**config.mk**
```make
export PLATFORM = sky130hd
export DESIGN_NAME = serial_avg_unit
export DESIGN_NICKNAME = d
export VERILOG_FILES = /design/src/rtl/serial_avg_unit.sv
export SDC_FILE = /design/constraint.sdc
export NUM_CORES = 1
export LEC_CHECK = 0
export CAP_MARGIN = 10
export CORE_UTILIZATION = 25
export CTS_BUF_LIST = sky130_fd_sc_hd__clkbuf_4 sky130_fd_sc_hd__clkbuf_8 sky130_fd_sc_hd__clkbuf_16
export CTS_CLUSTER_SIZE = 30
export DETAILED_ROUTE_END_ITERATION = 10
export DONT_BUFFER_PORTS = 1
export PLACE_DENSITY = 0.45
export SLEW_MARGIN = 20
export SYNTH_ARGS = -nofsm -noshare
export SYNTH_HDL_FRONTEND = slang
export SYNTH_SLANG_ARGS = --single-unit
```
**constraint.sdc**
```tcl
create_clock -name clk -period 8 [get_ports clk]
set_input_delay 1.6 -clock clk [delete_from_list [all_inputs] [get_ports clk]]
set_output_delay 1.6 -clock clk [all_outputs]
set_load 0.02 [all_outputs]
```
**src/rtl/serial_avg_unit.sv**
```systemverilog
// Serial batch averager: accumulates NSAMP signed samples, then divides the
// sum by the divisor latched with the first sample using a restoring divider.
module serial_avg_unit #(
  parameter int DATAWIDTH = 16,
  parameter int NSAMP     = 8,
  parameter int SUMW      = 32
) (
  input  logic                 clk,
  input  logic                 rst,
  input  logic                 in_valid,
  output logic                 in_ready,
  input  logic [DATAWIDTH-1:0] in_data,
  input  logic [DATAWIDTH-1:0] num,
  output logic                 out_valid,
  input  logic                 out_ready,
  output logic [DATAWIDTH-1:0] avg,
  output logic                 div_by_zero
);

  localparam int CNTW = (NSAMP > 2) ? $clog2(NSAMP) : 1;
  localparam int ITW  = $clog2(SUMW + 1);
  localparam int REMW = DATAWIDTH + 1;

  typedef enum logic [1:0] {ACCUM, DIV, FIX, DONE} state_t;

  state_t                state_q;
  logic [CNTW-1:0]       cnt_q;
  logic [SUMW-1:0]       sum_q;
  logic [DATAWIDTH-1:0]  num_q;
  logic [ITW-1:0]        iter_q;
  logic [REMW-1:0]       rem_q;
  logic [SUMW-1:0]       quo_q;
  logic [DATAWIDTH:0]    dmag_q;
  logic                  in_ready_q;
  logic                  out_valid_q;
  logic [DATAWIDTH-1:0]  avg_q;
  logic                  dbz_q;

  logic [SUMW-1:0]       sum_d;
  logic [DATAWIDTH:0]    num_ext;
  logic [REMW:0]         shifted;
  logic [REMW:0]         trial;
  logic                  num_zero;
  logic                  quo_neg;
  logic [DATAWIDTH-1:0]  avg_d;

  always_comb begin
    sum_d    = sum_q + {{(SUMW-DATAWIDTH){in_data[DATAWIDTH-1]}}, in_data};
    num_ext  = {num_q[DATAWIDTH-1], num_q};
    num_zero = (num_q == '0);
    // Remainder stays below the divisor magnitude, so REMW+1 bits hold the shifted value
    shifted  = {rem_q, quo_q[SUMW-1]};
    trial    = shifted - {1'b0, dmag_q};
    quo_neg  = (sum_q[SUMW-1] ^ num_q[DATAWIDTH-1]) & ~num_zero;
    avg_d    = '0;
    if (!num_zero) begin
      avg_d = quo_neg ? -quo_q[DATAWIDTH-1:0] : quo_q[DATAWIDTH-1:0];
    end
  end

  always_ff @(posedge clk) begin
    if (rst) begin
      state_q     <= ACCUM;
      cnt_q       <= '0;
      sum_q       <= '0;
      num_q       <= '0;
      iter_q      <= '0;
      rem_q       <= '0;
      quo_q       <= '0;
      dmag_q      <= '0;
      in_ready_q  <= 1'b1;
      out_valid_q <= 1'b0;
      avg_q       <= '0;
      dbz_q       <= 1'b0;
    end else begin
      case (state_q)
        ACCUM: begin
          if (in_valid && in_ready_q) begin
            sum_q <= sum_d;
            if (cnt_q == '0) begin
              num_q <= num;
            end
            if (cnt_q == CNTW'(NSAMP - 1)) begin
              cnt_q      <= '0;
              iter_q     <= '0;
              in_ready_q <= 1'b0;
              state_q    <= DIV;
            end else begin
              cnt_q <= cnt_q + 1'b1;
            end
          end
        end
        DIV: begin
          if (iter_q == '0) begin
            // Setup cycle: load magnitudes; -2^(DATAWIDTH-1) fits thanks to the extra bit
            rem_q  <= '0;
            quo_q  <= sum_q[SUMW-1] ? -sum_q : sum_q;
            dmag_q <= num_q[DATAWIDTH-1] ? -num_ext : num_ext;
            iter_q <= iter_q + 1'b1;
          end else begin
            if (!trial[REMW]) begin
              rem_q <= trial[REMW-1:0];
              quo_q <= {quo_q[SUMW-2:0], 1'b1};
            end else begin
              rem_q <= shifted[REMW-1:0];
              quo_q <= {quo_q[SUMW-2:0], 1'b0};
            end
            if (iter_q == ITW'(SUMW)) begin
              state_q <= FIX;
            end else begin
              iter_q <= iter_q + 1'b1;
            end
          end
        end
        FIX: begin
          avg_q       <= avg_d;
          dbz_q       <= num_zero;
          out_valid_q <= 1'b1;
          state_q     <= DONE;
        end
        DONE: begin
          if (out_ready) begin
            out_valid_q <= 1'b0;
            in_ready_q  <= 1'b1;
            sum_q       <= '0;
            cnt_q       <= '0;
            state_q     <= ACCUM;
          end
        end
        default: begin
          state_q <= ACCUM;
        end
      endcase
    end
  end

  assign in_ready    = in_ready_q;
  assign out_valid   = out_valid_q;
  assign avg         = avg_q;
  assign div_by_zero = dbz_q;

endmodule

```
# Word-level counts from Yosys, hierarchy flattened
# Index checks and enable logic that the tools add are counted.
dict set report totals {
  reg_bits 144
  in_bits 36
  out_inout_bits 19
}
dict set report classes {
  add_sub_neg 7
  n_eq_ne 11
  n_mux 32
  n_bitwise 3
  n_reduce_logical 15
}
# operator n
set ops {}
lappend ops {{32-bit 2-to-1 mux} 4}
lappend ops {{32-bit case mux with 2 select lines} 1}
lappend ops {{17-bit 2-to-1 mux} 3}
lappend ops {{32-bit adder} 1}
lappend ops {{16-bit 2-to-1 mux} 2}
lappend ops {{32-bit negator} 1}
lappend ops {{6-bit 2-to-1 mux} 4}
lappend ops {{18-bit by 17-bit subtractor with 18-bit output} 1}
lappend ops {{17-bit negator} 1}
lappend ops {{16-bit logical NOT} 1}
lappend ops {{16-bit negator} 1}
lappend ops {{6-bit case mux with 2 select lines} 1}
lappend ops {{2-bit 2-to-1 mux} 5}
lappend ops {{2-bit != test, second input constant} 5}
lappend ops {{3-bit 2-to-1 mux} 3}
lappend ops {{2-bit case mux with 4 select lines} 1}
lappend ops {{4-bit AND reduction} 2}
lappend ops {{6-bit by 1-bit adder with 6-bit output, second input constant} 1}
lappend ops {{6-bit equality test, second input constant} 1}
lappend ops {{6-bit logical NOT} 1}
lappend ops {{3-bit case mux with 2 select lines} 1}
lappend ops {{3-bit AND reduction} 2}
lappend ops {{2-bit nonzero test} 3}
lappend ops {{1-bit 2-to-1 mux} 5}
lappend ops {{other kinds (14)} 17}

# Depth between registers and ports, before layout
# Gate-level depths: netlist of run 1.
dict set report logic_depth {
  ltp_word 5
  mapped_depth 13
  ltp_nobuf 12
}

# Worst setup path before layout of run 1
# Ideal clock, no wire load.
dict set report synth_path {
  kind {input to register}
  start {input port in_data[0]}
  end {register sum_q[26]}
  setup_time_ns 0.062
  arrival_time_ns 3.900
  required_ns 7.938
  setup_slack_ns 4.037
  cell_stages 12
  path_cell_list {ha_1 inv_1 fa_1 nor2b_1 o21a_1 o21ai_1 a211oi_1 nor2_1 o21ai_1 a41oi_1 or4_1 nand3_1}
}
dict set report synth_between {
  elab_chain_cells 3
}
# item line
set synth_lines {}
lappend synth_lines {{start: declaration} 12} ;# input logic [DATAWIDTH-1:0] in_data,
lappend synth_lines {{32-bit adder} 48} ;# sum_d = sum_q + {{(SUMW-DATAWIDTH){in_data[DATAWIDTH-1]}}, in_data};
lappend synth_lines {{32-bit 2-to-1 mux} 78} ;# if (in_valid && in_ready_q) begin
lappend synth_lines {{32-bit case mux with 2 select lines} 76} ;# case (state_q)
lappend synth_lines {{end signal: assignment} 79} ;# sum_q <= sum_d;
lappend synth_lines {{end: declaration} 28} ;# logic [SUMW-1:0] sum_q;
# Every way passes these cells. The select of a mux whose other input is x is not followed.
# A chain may end at the register's enable or synchronous reset.

# Final worst setup path of run 1
# Ends and elaborated chain as after synthesis.

==> results of run 1 <==
==> sequential cells by signal (all words and copies together) (netlist names) <==
name	count
quo_q	32
sum_q	32
dmag_q	17
rem_q	17
avg	16
num_q	16
iter_q	6
cnt_q	3
state_q	2
div_by_zero	1
in_ready	1
out_valid	1
==> report_power, final <==
part / internal (mW) / switching, mW
registers: 0.859 / 0.204
clock network: 0.527 / 0.345
logic: 0.951 / 1.24
total: 2.34 / 1.79
==> stage by stage <==
step / setup WS [ps] / cell area [um^2] / power [mW]
final: 3950 / 10200 / 4.12
after global routing: 3680 / 10200 / 4.52
after CTS: 3980 / 10200 / 4.17
after detailed placement: 3530 / 9610 / 3.28
after global placement: 3560 / 9610 / 3.28
after floorplan: 4040 / 9170 / 2.81
==> area by class of cell <==
class / instances / share of cell area
Clock buffer: 17 / 0.0415
Clock inverter: 14 / 0.0202
Tap cell: 461 / 0.0563
Timing Repair Buffer: 8 / 0.00586
Sequential cell: 144 / 0.281
Inverter: 44 / 0.0161
Multi-Input combinational cell: 935 / 0.578
==> routing by layer <==
metal  routed length (um)  global-route usage  vias to the layer above
met5                    0                   0                        -
met4                  235              0.0382                        0
met3                 1130              0.0343                       13
met2                 9830               0.193                       89
met1                13200               0.195                     3599
li1                     -                   -                     4125
==> worst register-to-register path: cells and delay by family (launching register included) <==
family          cells  cell delay, ps
simple gates        4             810
buf+inv             1              60
compound gates      5            1400
flops               1             480
fa+ha+maj           2             620
==> kinds of logic (layout without fill, tap and decap cells) <==
family                   count (synthesis)  count (layout)  share of synthesized area
multiplexers                            35              35                     0.0382
flip-flops                             144             144                      0.314
XOR/XNOR                                92              92                     0.0879
buffers and inverters                   99              83                     0.0419
AO/OA/AOI/OAI                          336             336                      0.229
adder cells (fa/ha/maj)                 62              62                     0.0862
AND/OR/NAND/NOR                        410             410                      0.202
==> worst paths after layout <==
check          endpoint       start
max           sum_q[26]  in_data[0]
min          dmag_q[16]  dmag_q[16]
max reg2reg   sum_q[26]    sum_q[0]
min reg2reg  dmag_q[16]  dmag_q[16]
==> placed cells by master, fill, tap and decap left out, types with 6 or more instances in the layout <==
cell type  instances
nand2_1          150
o22ai_1            7
nor4_1            13
and3_1             6
o41ai_1            7
nand2b_1          11
inv_1             44
dfxtp_1          144
nor3_1            13
or4_1              6
mux2i_1           35
xnor2_1           35
clkbuf_16         17
o21ai_0           80
a31oi_1            6
a21oi_1          106
or3_1             10
nor2_1           134
or2_2              7
o211ai_1           9
nor2b_1            9
o21a_1             8
a22oi_1           13
nand3_1           23
a211oi_1          31
o31ai_1            9
xor2_1            56
ha_1              60
a21o_1            20
buf_4              8
nand4_1            6
==> summary.txt, run 1 <==
Layout
  – Final nets: 1248
  – Synth-to-Final Area Change: 11.7%
  – Share of post-route cells with drive strength above 1: 0.0542
  – Register Area: 0.00288 mm^2
  – Fin util: 0.286
  – Diode count: 0
  – Area of the multi-input gates: 0.00592 mm^2
  – Fin cells: 1623
  – Fillers: 3843

Timing
  – Final period utilization: 0.506
  – Clock skew: 14.7 ps
  – RSZ-0062 raised after global routing: no
  – Hold slack: 467 ps
  – Final setup viols: 0
  – Slew Viols, Final: 0
  – Slew headroom: 0.314
  – Highest clock rate: 247 MHz
  – Worst Tran Pin Value: 1030 ps
  – Final setup TNS: 0 ps
  – Final hold violations: 0
  – Final min period: 4050 ps

Placement
  – DP Cell Count: 1592
  – PortBufs: 0
  – DP HPWL: 17900 um
  – GPL Wtd Cong: 0.813

Power
  – Leakage: 4.02 nW
  – Peak supply drop: 0.227 mV
  – PwrDens: 403 mW/mm^2

Floorplanning
  – Number of cell rows: 69
  – Vert. Die Dim: 194 um
  – Core Region: 0.0358 mm^2
  – Die W: 194 um
  – # IOs: 55
  – Initial Util: 0.256
  – Total die area: 0.0375 mm^2

Detailed routing
  – DR DRC count: 4
  – Drt pass-1 iters: 8
  – Antenna-violating nets left: 0
  – Via count: 7826
  – Routed WL: 24300 um
  – 1st-iter DRT viols: 526
  – WL/cell: 15.0 um
  – Post-DR vias/cell: 4.82

Worst hold path
  – Worst hold path stage count: 2
  – Worst hold path type: flop to flop

Global route
  – Grt total ovfl: 0
  – Vias in the first global route: 7557
  – Initial antenna violation count: 0
  – Largest net degree at the start of global routing: 103
  – First-pass GRT wire length: 40700 um
  – GRT Total Usage: 0.134

Synthesis
  – Gate Count Post-Synth: 1178
  – Yosys cell types: 67
  – Post-synth ARST share: 0
  – Synth top area share: 0.314
  – Area contributors post-synth: dfxtp_1 31%, ha_1 8.2%, nand2_1 6.1%
  – Post-synth top area cell: dfxtp_1
  – Synth Warn #: 0
  – Syn Area/Cell: 7.79 um^2
  – Synth Cell Area: 0.00917 mm^2
  – Post-synth EDFFs: 0
  – FF+latch count, synth: 144
  – Most common cell in the netlist: nand2_1
  – Sequential share of the synthesized area: 0.314
  – Top_reg_cell synth: dfxtp_1
  – Most instantiated cells after synthesis: 150 x nand2_1, 144 x dfxtp_1, 134 x nor2_1
  – Post-synthesis net count: 1276

Setup path
  – Most Frequent Cell on Critical Path: o21ai_1
  – Worst setup SP type: input pin
  – Slowest stage delay, CP: 450 ps
  – WP data required: 8370 ps
  – Setup slack, reg-to-reg: 4560 ps
  – Crit Path Class: input pin to flop
  – Cells on worst reg2reg path: 12
  – Worst Path Max Fanout: 4
  – CP Cell Sequence: ha_1, inv_1, fa_1, nor2b_1, o21a_1, o21ai_1, a211oi_1, nor2_1, o21ai_1, a41oi_1, or4_1, nand3_1
  – Largest delay share family, worst path: compound AO/OA/AOI/OAI gates
  – CP Depth: 12
  – Slowest stage cell, crit path: a211oi_1
  – Setup crit end kind: flop
  – Critical path arrival: 4420 ps
  – Worst path bufs/invs: 1

Clock tree
  – Clock latency on the worst-skew pair: 440 ps
  – H-tree levels: 4
  – TritonCTS clock tree: built
  – Total CTS buffers: 17
  – Num Clock Sinks: 144
  – Clock Tree Buf Depth: 2
  – Hold-fix buffers, CTS: 0
  – Root buffer cell: clkbuf_16
  – Post-CTS setup buffer count: 0
  – Cts repair resizes: 0
  – Worst-path clk slew: 70 ps

Outcome
  – Status: complete, but fails checks
  – Failing checks: design-rule violations

Flow run
  – Max_cap viols: 0
No activity file was read; power rests on OpenSTA's default activity.
==> run 2: changes to the inputs <==
--- a/config.mk
+++ b/config.mk
@@ -11,7 +11,7 @@
 export CTS_CLUSTER_SIZE = 30
 export DETAILED_ROUTE_END_ITERATION = 10
 export DONT_BUFFER_PORTS = 1
-export PLACE_DENSITY = 0.45
+export PLACE_DENSITY = 0.47
 export SLEW_MARGIN = 20
 export SYNTH_ARGS = -nofsm -noshare
 export SYNTH_HDL_FRONTEND = slang
==> constraint.sdc (replaced) <==
create_clock -name clk -period 3.4 [get_ports clk]
set_input_delay 0.68 -clock clk [delete_from_list [all_inputs] [get_ports clk]]
set_output_delay 0.68 -clock clk [all_outputs]
set_load 0.02 [all_outputs]
==> summary.txt, run 2 (synthesis gave the netlist of run 1 again) <==
Worst hold path
  – Hold Startpoint: rst (was dmag_q[16])
  – WHS Endpoint: dmag_q[16] (unchanged)
  – Worst hold path type: input pin to flop (was flop to flop)
  – Worst hold path stage count: 1 (was 2)

Timing
  – Final setup TNS: 0 ps (unchanged)
  – Final hold violations: 0 (unchanged)
  – Final min period: 3000 ps
  – Slew headroom: 0.396 (was 0.314)
  – Worst Tran Pin Value: 902 ps (was 1030 ps)
  – Slew Viols, Final: 0 (unchanged)
  – Final period utilization: 0.881
  – Clock skew: 12.4 ps (was 14.7 ps)
  – RSZ-0062 raised after global routing: no (unchanged)
  – Highest clock rate: 334 MHz
  – Worst setup margin: 404 ps (was 3950 ps)
  – Final setup viols: 0 (unchanged)

Clock tree
  – Cts repair resizes: 0 (unchanged)
  – Num Clock Sinks: 144 (unchanged)
  – Hold-fix buffers, CTS: 0 (unchanged)
  – Clock Tree Buf Depth: 2 (unchanged)
  – Worst-path clk slew: 70 ps (about the same)
  – Total CTS buffers: 17 (unchanged)
  – Root buffer cell: clkbuf_16 (unchanged)
  – TritonCTS clock tree: built (unchanged)
  – Clock latency on the worst-skew pair: 440 ps (about the same)
  – Post-CTS setup buffer count: 0 (unchanged)
  – H-tree levels: 4 (unchanged)

Setup path
  – Critical path arrival: 3370 ps (was 4420 ps)
  – Worst setup SP type: flop (was input pin)
  – Setup crit end kind: flop (unchanged)
  – WP data required: 3780 ps (was 8370 ps)
  – Crit Path Class: flop to flop (was input pin to flop)
  – Setup slack, reg-to-reg: 400 ps (was 4560 ps)
  – Reg2reg start: sum_q[1] (was sum_q[0])
  – RR Endpoint: sum_q[26] (unchanged)
  – Worst Path Max Fanout: 4 (unchanged)
  – Cells on worst reg2reg path: 12 (unchanged)

Layout
  – Share of post-route cells with drive strength above 1: 0.0702 (was 0.0542)
  – Final nets: 1267 (was 1248)
  – Post-route cell area: 0.0103 mm^2 (was 0.0102 mm^2)
  – Commonest non-fill, non-tap cell in the layout: nand2_1 (unchanged)
  – Biggest regs: quo_q (32), sum_q (32) (unchanged)
  – Diode count: 0 (unchanged)
  – Most frequent cells in the layout: 150 x nand2_1, 144 x dfxtp_1, 134 x nor2_1, 106 x a21oi_1, 80 x o21ai_0 (unchanged)
  – Fin util: 0.289 (was 0.286)
  – Synth-to-Final Area Change: 12.8% (was 11.7%)

Global route
  – Largest net degree at the start of global routing: 103 (unchanged)
  – Vias in the first global route: 7753 (was 7557)
  – Initial antenna violation count: 0 (unchanged)
  – Grt total ovfl: 0 (unchanged)
  – GRT Total Usage: 0.137 (was 0.134)
  – First-pass GRT wire length: 41600 um (was 40700 um)

Outcome
  – Status: complete, but fails checks (unchanged)
  – Failing checks: design-rule violations (unchanged)

Detailed routing
  – WL/cell: 15.2 um (was 15.0 um)
  – Antenna-violating nets left: 0 (unchanged)
  – 1st-iter DRT viols: 439 (was 526)
  – Post-DR vias/cell: 4.85 (was 4.82)
  – DR DRC count: 5 (was 4)
  – Drt pass-1 iters: 8 (unchanged)
  – Routed WL: 24900 um (was 24300 um)
  – Via count: 7974 (was 7826)

Floorplanning
  – Die W: 194 um (unchanged)
  – # IOs: 55 (unchanged)
  – Core Region: 0.0358 mm^2 (unchanged)
  – Number of cell rows: 69 (unchanged)
  – Vert. Die Dim: 194 um (unchanged)
  – Total die area: 0.0375 mm^2 (unchanged)
  – Initial Util: 0.256 (unchanged)

Power
  – PwrDens: 938 mW/mm^2 (was 403 mW/mm^2)
  – Peak supply drop: 0.470 mV (was 0.227 mV)
  – Leakage: 4.10 nW (was 4.02 nW)

Placement
  – DP HPWL: 18400 um (was 17900 um)
  – GPL Wtd Cong: 0.799 (was 0.813)
  – Setup WS pre-CTS: 129 ps (was 3530 ps)
  – PortBufs: 0 (unchanged)
  – Post-DP Area: 0.00976 mm^2 (was 0.00961 mm^2)

Flow run
  – Max_cap viols: 0 (unchanged)
[run 2: layer usage]
layer  vias up  wire (um)  GRT usage
met5         -          0          0
met4         0        431     0.0474
met3        20        977     0.0296
met2       114      10100      0.198
met1      3680      13400      0.197
li1       4160          -          -
[run 2: power by group]
group	switching [mW]	internal, mW	total, mW	leakage, nW
logic	3.01	2.34	5.35	2.65
registers	0.427	2.02	2.45	1.17
clock network	0.854	1.05	1.91	0.279
[run 2: how the worst max path moves through the flow]
stage	to	slack, ps	from
after CTS	sum_q[26]	410	sum_q[1]
after global routing	sum_q[24]	120	sum_q[1]
after floorplan	sum_q[26]	360	in_data[0]
after global placement	sum_q[26]	140	in_data[0]
after detailed placement	sum_q[26]	130	in_data[0]
final	sum_q[26]	400	sum_q[1]
[run 2: critical path, cell delays in order (launching register included)]
cell      delay, ps
dfxtp_1         430
inv_1           160
fa_1            420
nor2b_1         180
o21a_1          150
o21ai_1         120
a211oi_1        270
buf_4           170
nor2_1           40
o21ai_1         230
a41oi_1         230
or4_1           430
nand3_1          90
[run 2: cell type report]
cell class / count / area [um^2]
Sequential cell: 144 / 2880
Timing Repair Buffer: 27 / 215
Multi-Input combinational cell: 935 / 5920
Tap cell: 461 / 577
Inverter: 44 / 165
Clock inverter: 14 / 145
Clock buffer: 18 / 439
Fill cell: 3861 / 25500
[run 2: per-stage QoR]
step                total power, mW  hold WS (ps)  std cells
detailed placement             7.84           448       1611
global placement               7.83           444       1611
floorplan                      6.61           428       1178
CTS                            9.80           315       1643
global route                   10.6           291       1643
finish                         9.70           317       1643
